`src/rtl/uart_pkg.sv`:
```
// Shared UART definitions: state encodings used by both transmitter and receiver,
// parity mode constants and the parity helper.
package uart_pkg;

   typedef enum logic [2:0] {
      IDLE          = 3'd0,
      TX_START_BIT  = 3'd1,
      TX_DATA_BITS  = 3'd2,
      TX_PARITY_BIT = 3'd3,
      TX_STOP_BIT   = 3'd4,
      CLEANUP       = 3'd5
   } uart_state_t;

   localparam int PARITY_NONE = 0;
   localparam int PARITY_ODD  = 1;
   localparam int PARITY_EVEN = 2;

   // Even parity is the plain XOR of the data; odd parity is its inverse.
   function automatic logic parity_of(input logic [7:0] data, input int mode);
      return (mode == PARITY_ODD) ? ~(^data) : (^data);
   endfunction

endpackage

```
`src/rtl/uart_bit_timer.sv`:
```
// Counts clock cycles within one UART bit and pulses o_Bit_Tick on the last
// cycle of each bit; reusable by the receiver.
module uart_bit_timer
   import uart_pkg::*;
#(
   parameter int CLKS_PER_BIT = 217
) (
   input  logic i_Clock,
   input  logic i_Reset,
   input  logic i_Clear,
   input  logic i_Enable,
   output logic o_Bit_Tick
);

   localparam int CNT_W = $clog2(CLKS_PER_BIT);
   localparam logic [CNT_W-1:0] TERMINAL = CNT_W'(CLKS_PER_BIT - 1);

   logic [CNT_W-1:0] bit_count;

   // The count restarts at zero on every bit boundary and never runs past terminal.
   always_ff @(posedge i_Clock) begin
      if (i_Reset || i_Clear) begin
         bit_count <= '0;
      end else if (i_Enable) begin
         if (bit_count == TERMINAL) begin
            bit_count <= '0;
         end else begin
            bit_count <= bit_count + 1'b1;
         end
      end
   end

   assign o_Bit_Tick = i_Enable && (bit_count == TERMINAL);

endmodule

```
`src/rtl/uart_tx.sv`:
```
// UART transmitter: start bit, 8 data bits LSB first, optional parity, 1 or 2
// stop bits. All outputs are registered from the next-state decode.
module uart_tx
   import uart_pkg::*;
#(
   parameter int CLKS_PER_BIT = 217,
   parameter int PARITY       = PARITY_NONE,
   parameter int STOP_BITS    = 1
) (
   input  logic       i_Clock,
   input  logic       i_Reset,
   input  logic       i_TX_DV,
   input  logic [7:0] i_TX_Byte,
   output logic       o_TX_Serial,
   output logic       o_TX_Active,
   output logic       o_TX_Ready,
   output logic       o_TX_Done
);

   uart_state_t state;
   uart_state_t state_next;

   logic [2:0] bit_index;
   logic [2:0] bit_index_next;
   logic       stop_index;
   logic       stop_index_next;
   logic [7:0] tx_data;
   logic       parity_bit;
   logic       load_byte;
   logic       bit_tick;
   logic       timer_enable;

   logic serial_next;
   logic active_next;
   logic ready_next;
   logic done_next;

   assign timer_enable = (state != IDLE) && (state != CLEANUP);

   uart_bit_timer #(
      .CLKS_PER_BIT(CLKS_PER_BIT)
   ) u_bit_timer (
      .i_Clock   (i_Clock),
      .i_Reset   (i_Reset),
      .i_Clear   (!timer_enable),
      .i_Enable  (timer_enable),
      .o_Bit_Tick(bit_tick)
   );

   // Next-state decode; every transition inside a frame happens on a bit tick.
   always_comb begin
      state_next      = state;
      bit_index_next  = bit_index;
      stop_index_next = stop_index;
      load_byte       = 1'b0;
      case (state)
         IDLE: begin
            if (i_TX_DV) begin
               load_byte       = 1'b1;
               state_next      = TX_START_BIT;
               bit_index_next  = 3'd0;
               stop_index_next = 1'b0;
            end
         end
         TX_START_BIT: begin
            if (bit_tick) begin
               state_next = TX_DATA_BITS;
            end
         end
         TX_DATA_BITS: begin
            if (bit_tick) begin
               if (bit_index == 3'd7) begin
                  bit_index_next = 3'd0;
                  state_next     = (PARITY != PARITY_NONE) ? TX_PARITY_BIT : TX_STOP_BIT;
               end else begin
                  bit_index_next = bit_index + 3'd1;
               end
            end
         end
         TX_PARITY_BIT: begin
            if (bit_tick) begin
               state_next = TX_STOP_BIT;
            end
         end
         TX_STOP_BIT: begin
            if (bit_tick) begin
               if ((STOP_BITS == 2) && !stop_index) begin
                  stop_index_next = 1'b1;
               end else begin
                  state_next = CLEANUP;
               end
            end
         end
         CLEANUP: begin
            state_next = IDLE;
         end
         default: begin
            state_next = IDLE;
         end
      endcase
   end

   // Outputs are decoded from the upcoming state so they can be registered
   // without adding a cycle of latency.
   always_comb begin
      serial_next = 1'b1;
      case (state_next)
         TX_START_BIT:  serial_next = 1'b0;
         TX_DATA_BITS:  serial_next = tx_data[bit_index_next];
         TX_PARITY_BIT: serial_next = parity_bit;
         default:       serial_next = 1'b1;
      endcase
      active_next = (state_next != IDLE) && (state_next != CLEANUP);
      ready_next  = (state_next == IDLE);
      done_next   = (state_next == CLEANUP);
   end

   // Reset takes priority over an accept in the same cycle.
   always_ff @(posedge i_Clock) begin
      if (i_Reset) begin
         state       <= IDLE;
         bit_index   <= 3'd0;
         stop_index  <= 1'b0;
         tx_data     <= 8'h00;
         parity_bit  <= 1'b0;
         o_TX_Serial <= 1'b1;
         o_TX_Active <= 1'b0;
         o_TX_Ready  <= 1'b1;
         o_TX_Done   <= 1'b0;
      end else begin
         state       <= state_next;
         bit_index   <= bit_index_next;
         stop_index  <= stop_index_next;
         if (load_byte) begin
            tx_data    <= i_TX_Byte;
            parity_bit <= parity_of(i_TX_Byte, PARITY);
         end
         o_TX_Serial <= serial_next;
         o_TX_Active <= active_next;
         o_TX_Ready  <= ready_next;
         o_TX_Done   <= done_next;
      end
   end

endmodule

```
`config.mk`:
```
export PLATFORM = sky130hd
export DESIGN_NAME = uart_tx
export DESIGN_NICKNAME = d
export VERILOG_FILES = /design/src/rtl/uart_pkg.sv /design/src/rtl/uart_bit_timer.sv /design/src/rtl/uart_tx.sv
export SDC_FILE = /design/constraint.sdc
export NUM_CORES = 1
export LEC_CHECK = 0
export CAP_MARGIN = 15
export CORE_MARGIN = 10
export CORE_UTILIZATION = 44
export CTS_CLUSTER_DIAMETER = 60
export DETAILED_ROUTE_END_ITERATION = 10
export SYNTH_ARGS = -nofsm -noshare
export SYNTH_HDL_FRONTEND = slang
export SYNTH_SLANG_ARGS = --single-unit
```
`constraint.sdc`:
```
create_clock -name i_Clock -period 5.7 [get_ports i_Clock]
set_clock_uncertainty 0.05 [all_clocks]
set_input_delay 1.71 -clock i_Clock [delete_from_list [all_inputs] [get_ports i_Clock]]
set_output_delay 1.71 -clock i_Clock [all_outputs]
set_load 0.03 [all_outputs]
```
# Word-level counts from Yosys, hierarchy flattened
# Index checks and enable logic that the tools add are counted.
# totals
out_inout_bits	4
register_bits	27
# classes
reduce_logical	10
magnitude_cmp	1
eq_ne	12
n_addsub	2
n_mux	17
# op_table
op	count
3-bit 2-to-1 mux	9
3-bit case mux with 5 select lines	1
3-bit by 2-bit == test with 1-bit output (second input constant)	4
3-bit == test (second input constant)	3
8-bit by 1-bit adder with 8-bit output (second input constant)	1
8-bit == test (second input constant)	1
8-bit 2-to-1 mux	1
8-bit parity	1
3-bit by 1-bit == test with 1-bit output (second input constant)	2
3-bit logical NOT	2
3-bit != test (second input constant)	2
3-bit case mux with 2 select lines	1
3-bit nonzero test	2
3-bit by 4-bit less-than comparator with 1-bit output (second input constant)	1
3-bit by 1-bit adder with 3-bit output (second input constant)	1
1-bit binary-select mux with 3-bit select	1
1-bit logical AND	3
1-bit 2-to-1 mux	3
1-bit case mux with 3 select lines	1
1-bit logical NOT	1
1-bit logical OR	1

# Depth between registers and ports, before layout
# depth
word_depth	8
depth_mapped	9
ltp_nobuf	8

# Cells and area by module
# A second synthesis with hierarchy kept.
# unflattened
cells_unflattened	171
hier_area_um2	1453.9
# modules_own_cells
mod	n_inst	seq_area_each_um2	area_per_inst_um2	cells_per_inst
uart_tx	1	380.4	1009.7	120
uart_bit_timer	1	160.2	444.2	51

# Least setup slack after synthesis
# Ideal clock, no wire load.
# synth_path
path_type	input port to flip-flop
startpoint	in i_TX_DV
endpoint	reg o_TX_Serial
required_ns	5.516
t_arrival_ns	3.035
setup_slack_ns	2.481
cell_stages	6
path_cell_list	or4b_1 -> and2_4 -> a21oi_4 -> mux2_2 -> nand3b_1 -> a31oi_1
# synth_between
elab_chain_cells	5
word_cells_on_any_way	10
classes_between	eq/ne: 3; mux: 7
# synth_lines
item	line	rtl
start: declaration	uart_tx.sv:12	input logic i_TX_DV,
3-bit 2-to-1 mux	uart_tx.sv:58	if (i_TX_DV) begin
3-bit case mux with 2 select lines	uart_tx.sv:56	case (state)
1-bit binary-select mux with 3-bit select	uart_tx.sv:109	TX_DATA_BITS: serial_next = tx_data[bit_index_next];
1-bit 2-to-1 mux (implied by the code)	uart_tx.sv:109	
1-bit case mux with 3 select lines (*)	uart_tx.sv:107	case (state_next)
end signal: assignment	uart_tx.sv:138	o_TX_Serial <= serial_next;
end: declaration	uart_tx.sv:14	output logic o_TX_Serial,
# Mark *: on every way between the ends. The rest lies on a longest branch, timed or not. The select of a mux whose other input is x is not followed.
# A chain may end at the register's enable or synchronous reset.

# Worst setup path in the final report
# Ends and elaborated chain as after synthesis.

==> impl_metrics.ini <==
[place]
gp_congestion = 0.802
hpwl_um = 2090
io_buffers = 14
postPlaceCellArea_um2 = 1510

[routing]
vias = 1037
ant_nets = 0
wl_per_cell_um = 13.7
routed_via_density = 5.35
drt-initial-drc-count = 31
drt-total-wl_um = 2670
drc = 0
drt-pass1-iter-count = 4

[global_route]
gr-usage-all-layers_pct = 10.4
first_global_vias = 1027
grt_pass1_wl_um = 4620
grt_max_degree = 18
gr-total-overflow = 0
antenna_found_initial = 0

[timing]
slew_violations = 0
slew_headroom_pct = 40.9
setup_viol = 0
period_minus_slack_ns = 3.68
worst_pin_slew_ns = 0.884
fin_tns_setup_ns = 0
max_freq_mhz = 272
rsz0062_at_grt = no
min_period_over_period_pct = 64.5
final_hold_viol_count = 0
whs_ns = 0.414

[layout]
finalNetCount = 177
final_util_pct = 51.2
num_antenna_cells = 0
drive_gt1_share_pct = 10.6
fin_area_um2 = 1540
area_growth_pct = 12.6

[clock_network]
cts_root_buf = clkbuf_4
htreeDepth = 1
cts_tree = done
clockBufferDepth = 2
clock_latency_ns = 0.33
cts-hold-fix-buffers = 0
post_cts_buffers = 0
clock_sinks = 27
post_cts_resized = 0
cts_inserted_buffers = 3
clkSlewWorstSetupHoldPaths_ns = 0.14

[synth]
synth_area_um2 = 1370
synthDistinctLibCells = 41
synth_cells = 150
synthTopCellsByArea = dfxtp_1, xnor2_1, nor2_1, nand2_1, ha_1
synth_area_per_cell_um2 = 9.11
synthSimpleGateAreaFrac_pct = 27.1
netlist.top_cell.by_area = dfxtp_1
ys_seq_area_share_pct = 39.6
muxShareOfSynthArea_pct = 4.85
synth_ff_type = dfxtp_1
post-synth-top-area-fraction_pct = 39.6
ys_warn_count = 0
synth-seq-cells = 27
synth_edf_count = 0
synth_top_family_by_area = simple AND/OR/NAND/NOR gates
yosys.area_share.xor_xnor_pct = 8.97
synth_compound_area_share_pct = 11.8
async_flop_share_pct = 0
synth_fa_ha_area_share_pct = 3.66
synth_nets = 165

[floorplanning]
core_area_um2 = 3000
start_util_pct = 45.5
ios = 15
die_h_um = 75.7
die-area_um2 = 5730
rows = 20
die_w_um = 75.7

[worst_setup_path]
cp-end-kind = flop
r2r_end = o_TX_Serial$_SDFF_PP1_
regToRegSetupSlack_ns = 3.22
cp_data_arrival_time_ns = 3.84
path_class = input pin to flop
r2r_cells = 8
crit_start = i_TX_DV
worstSetupStartpointType = input pin
crit_end = o_TX_Serial$_SDFF_PP1_
cp_max_fo = 13
r2r-start = bit_index[0]$_SDFF_PP0_
critPathRequiredTime_ns = 5.86

[power_and_ir_drop]
power.density_nw_per_um2 = 214
p_leak_nw = 0.569
ir_drop_v = 0.0000917
power_mw = 0.330

[flow_run]
drv_cap = 0

[run_status]
status = complete, no violations

[min_path]
hold_class = flop to flop
==> flip-flops by register name, indices dropped and copies added (netlist names) <==
name / count
tx_data: 8
u_bit_timer.bit_count: 8
bit_index: 3
state: 3
o_TX_Active: 1
o_TX_Done: 1
o_TX_Ready: 1
o_TX_Serial: 1
parity_bit: 1
==> metal layers <==
| metal | share of wire, % | global-route usage (%) | up-vias |
|---|---|---|---|
| met2 | 45 | 16.1 | 15 |
| met1 | 50 | 13.3 | 479 |
| met4 | 1.4 | 4.12 | 0 |
| met5 | 0 | 0 | - |
| met3 | 3.4 | 2.73 | 5 |
| li1 | - | - | 538 |
==> final cells by class <==
cell class                 instances  area [um^2]
fill                             299         1460
multi-input combinational        111          771
sequential                        27          541
timing repair buffer              14          140
tap                               33         41.3
clock buffer                       3         22.5
inverter                           5         18.8
clock inverter                     1         5.00
==> synthesized netlist by cell type (2+ instances only) <==
cell type,n
or3_1,2
ha_1,4
nand2_1,18
nor2_1,21
o31ai_1,2
xnor2_1,11
dfxtp_1,27
and2_1,4
mux2i_4,2
buf_2,2
and3_1,2
nand3_1,5
clkbuf_1,4
a21oi_1,9
or4b_1,2
xor2_1,3
a221o_1,2
inv_1,5
nand3b_1,2
and3_2,2
==> through the flow <==
step / worst slack, ns / cells
2_1_floorplan: 2.48 / 150
3_3_place_gp: 1.73 / 190
3_5_place_dp: 1.66 / 190
4_1_cts: 2.03 / 194
5_1_grt: 1.93 / 194
6_report: 2.02 / 194
==> how the worst min path moves through the flow <==
stage | from | endpoint | cells past startpoint
after CTS | tx_data[1]$_SDFFE_PP0P_ | tx_data[1]$_SDFFE_PP0P_ | 2
after floorplan | u_bit_timer.bit_count[0]$_SDFFE_PP0P_ | u_bit_timer.bit_count[0]$_SDFFE_PP0P_ | 1
after global placement | u_bit_timer.bit_count[0]$_SDFFE_PP0P_ | u_bit_timer.bit_count[0]$_SDFFE_PP0P_ | 1
after global routing | tx_data[1]$_SDFFE_PP0P_ | tx_data[1]$_SDFFE_PP0P_ | 2
final | tx_data[1]$_SDFFE_PP0P_ | tx_data[1]$_SDFFE_PP0P_ | 2
after detailed placement | tx_data[1]$_SDFFE_PP0P_ | tx_data[1]$_SDFFE_PP0P_ | 2
==> cells in the final DEF, fill, tap and decap left out, types with 2 or more instances in the layout <==
cell type        synthesis  layout
a221o_1                  2       2
o31ai_1                  2       2
or3_1                    2       2
nand2_1                 18      18
a21oi_1                  9       9
dfxtp_1                 27      27
xnor2_1                 11      11
mux2i_4                  2       2
xor2_1                   3       3
and3_2                   2       2
nor2_1                  21      21
nand3b_1                 2       2
or4b_1                   2       2
clkbuf_4                 0       3
and2_1                   4       4
ha_1                     4       4
and3_1                   2       2
clkdlybuf4s50_1          0      14
nand3_1                  5       5
inv_1                    5       5
==> power by group <==
part / total, mW / internal [mW] / switching (mW)
clock network: 0.0829 / 0.0263 / 0.0565
logic: 0.0463 / 0.0226 / 0.0238
registers: 0.201 / 0.196 / 0.00475
total: 0.330 / 0.245 / 0.0850
==> worst max-delay path, stage by stage <==
cell and delay, ns:
clkdlybuf4s50_1 0.46, or4b_1 0.67, and2_4 0.28, a21oi_4 0.20
mux2_2 0.36, nand3b_1 0.08, a31oi_1 0.07
==> logic make-up (layout without fill, tap and decap cells) <==
group,count (synthesis),after routing
and+or+nand+nor,67,67
DFF,27,27
AOI/OAI and AO/OA,22,22
xor gates and xnor gates,14,14
buffers and inverters,12,23
adders and majority gates,4,4
muxes,4,4
Power figures use the tool's default switching activity.
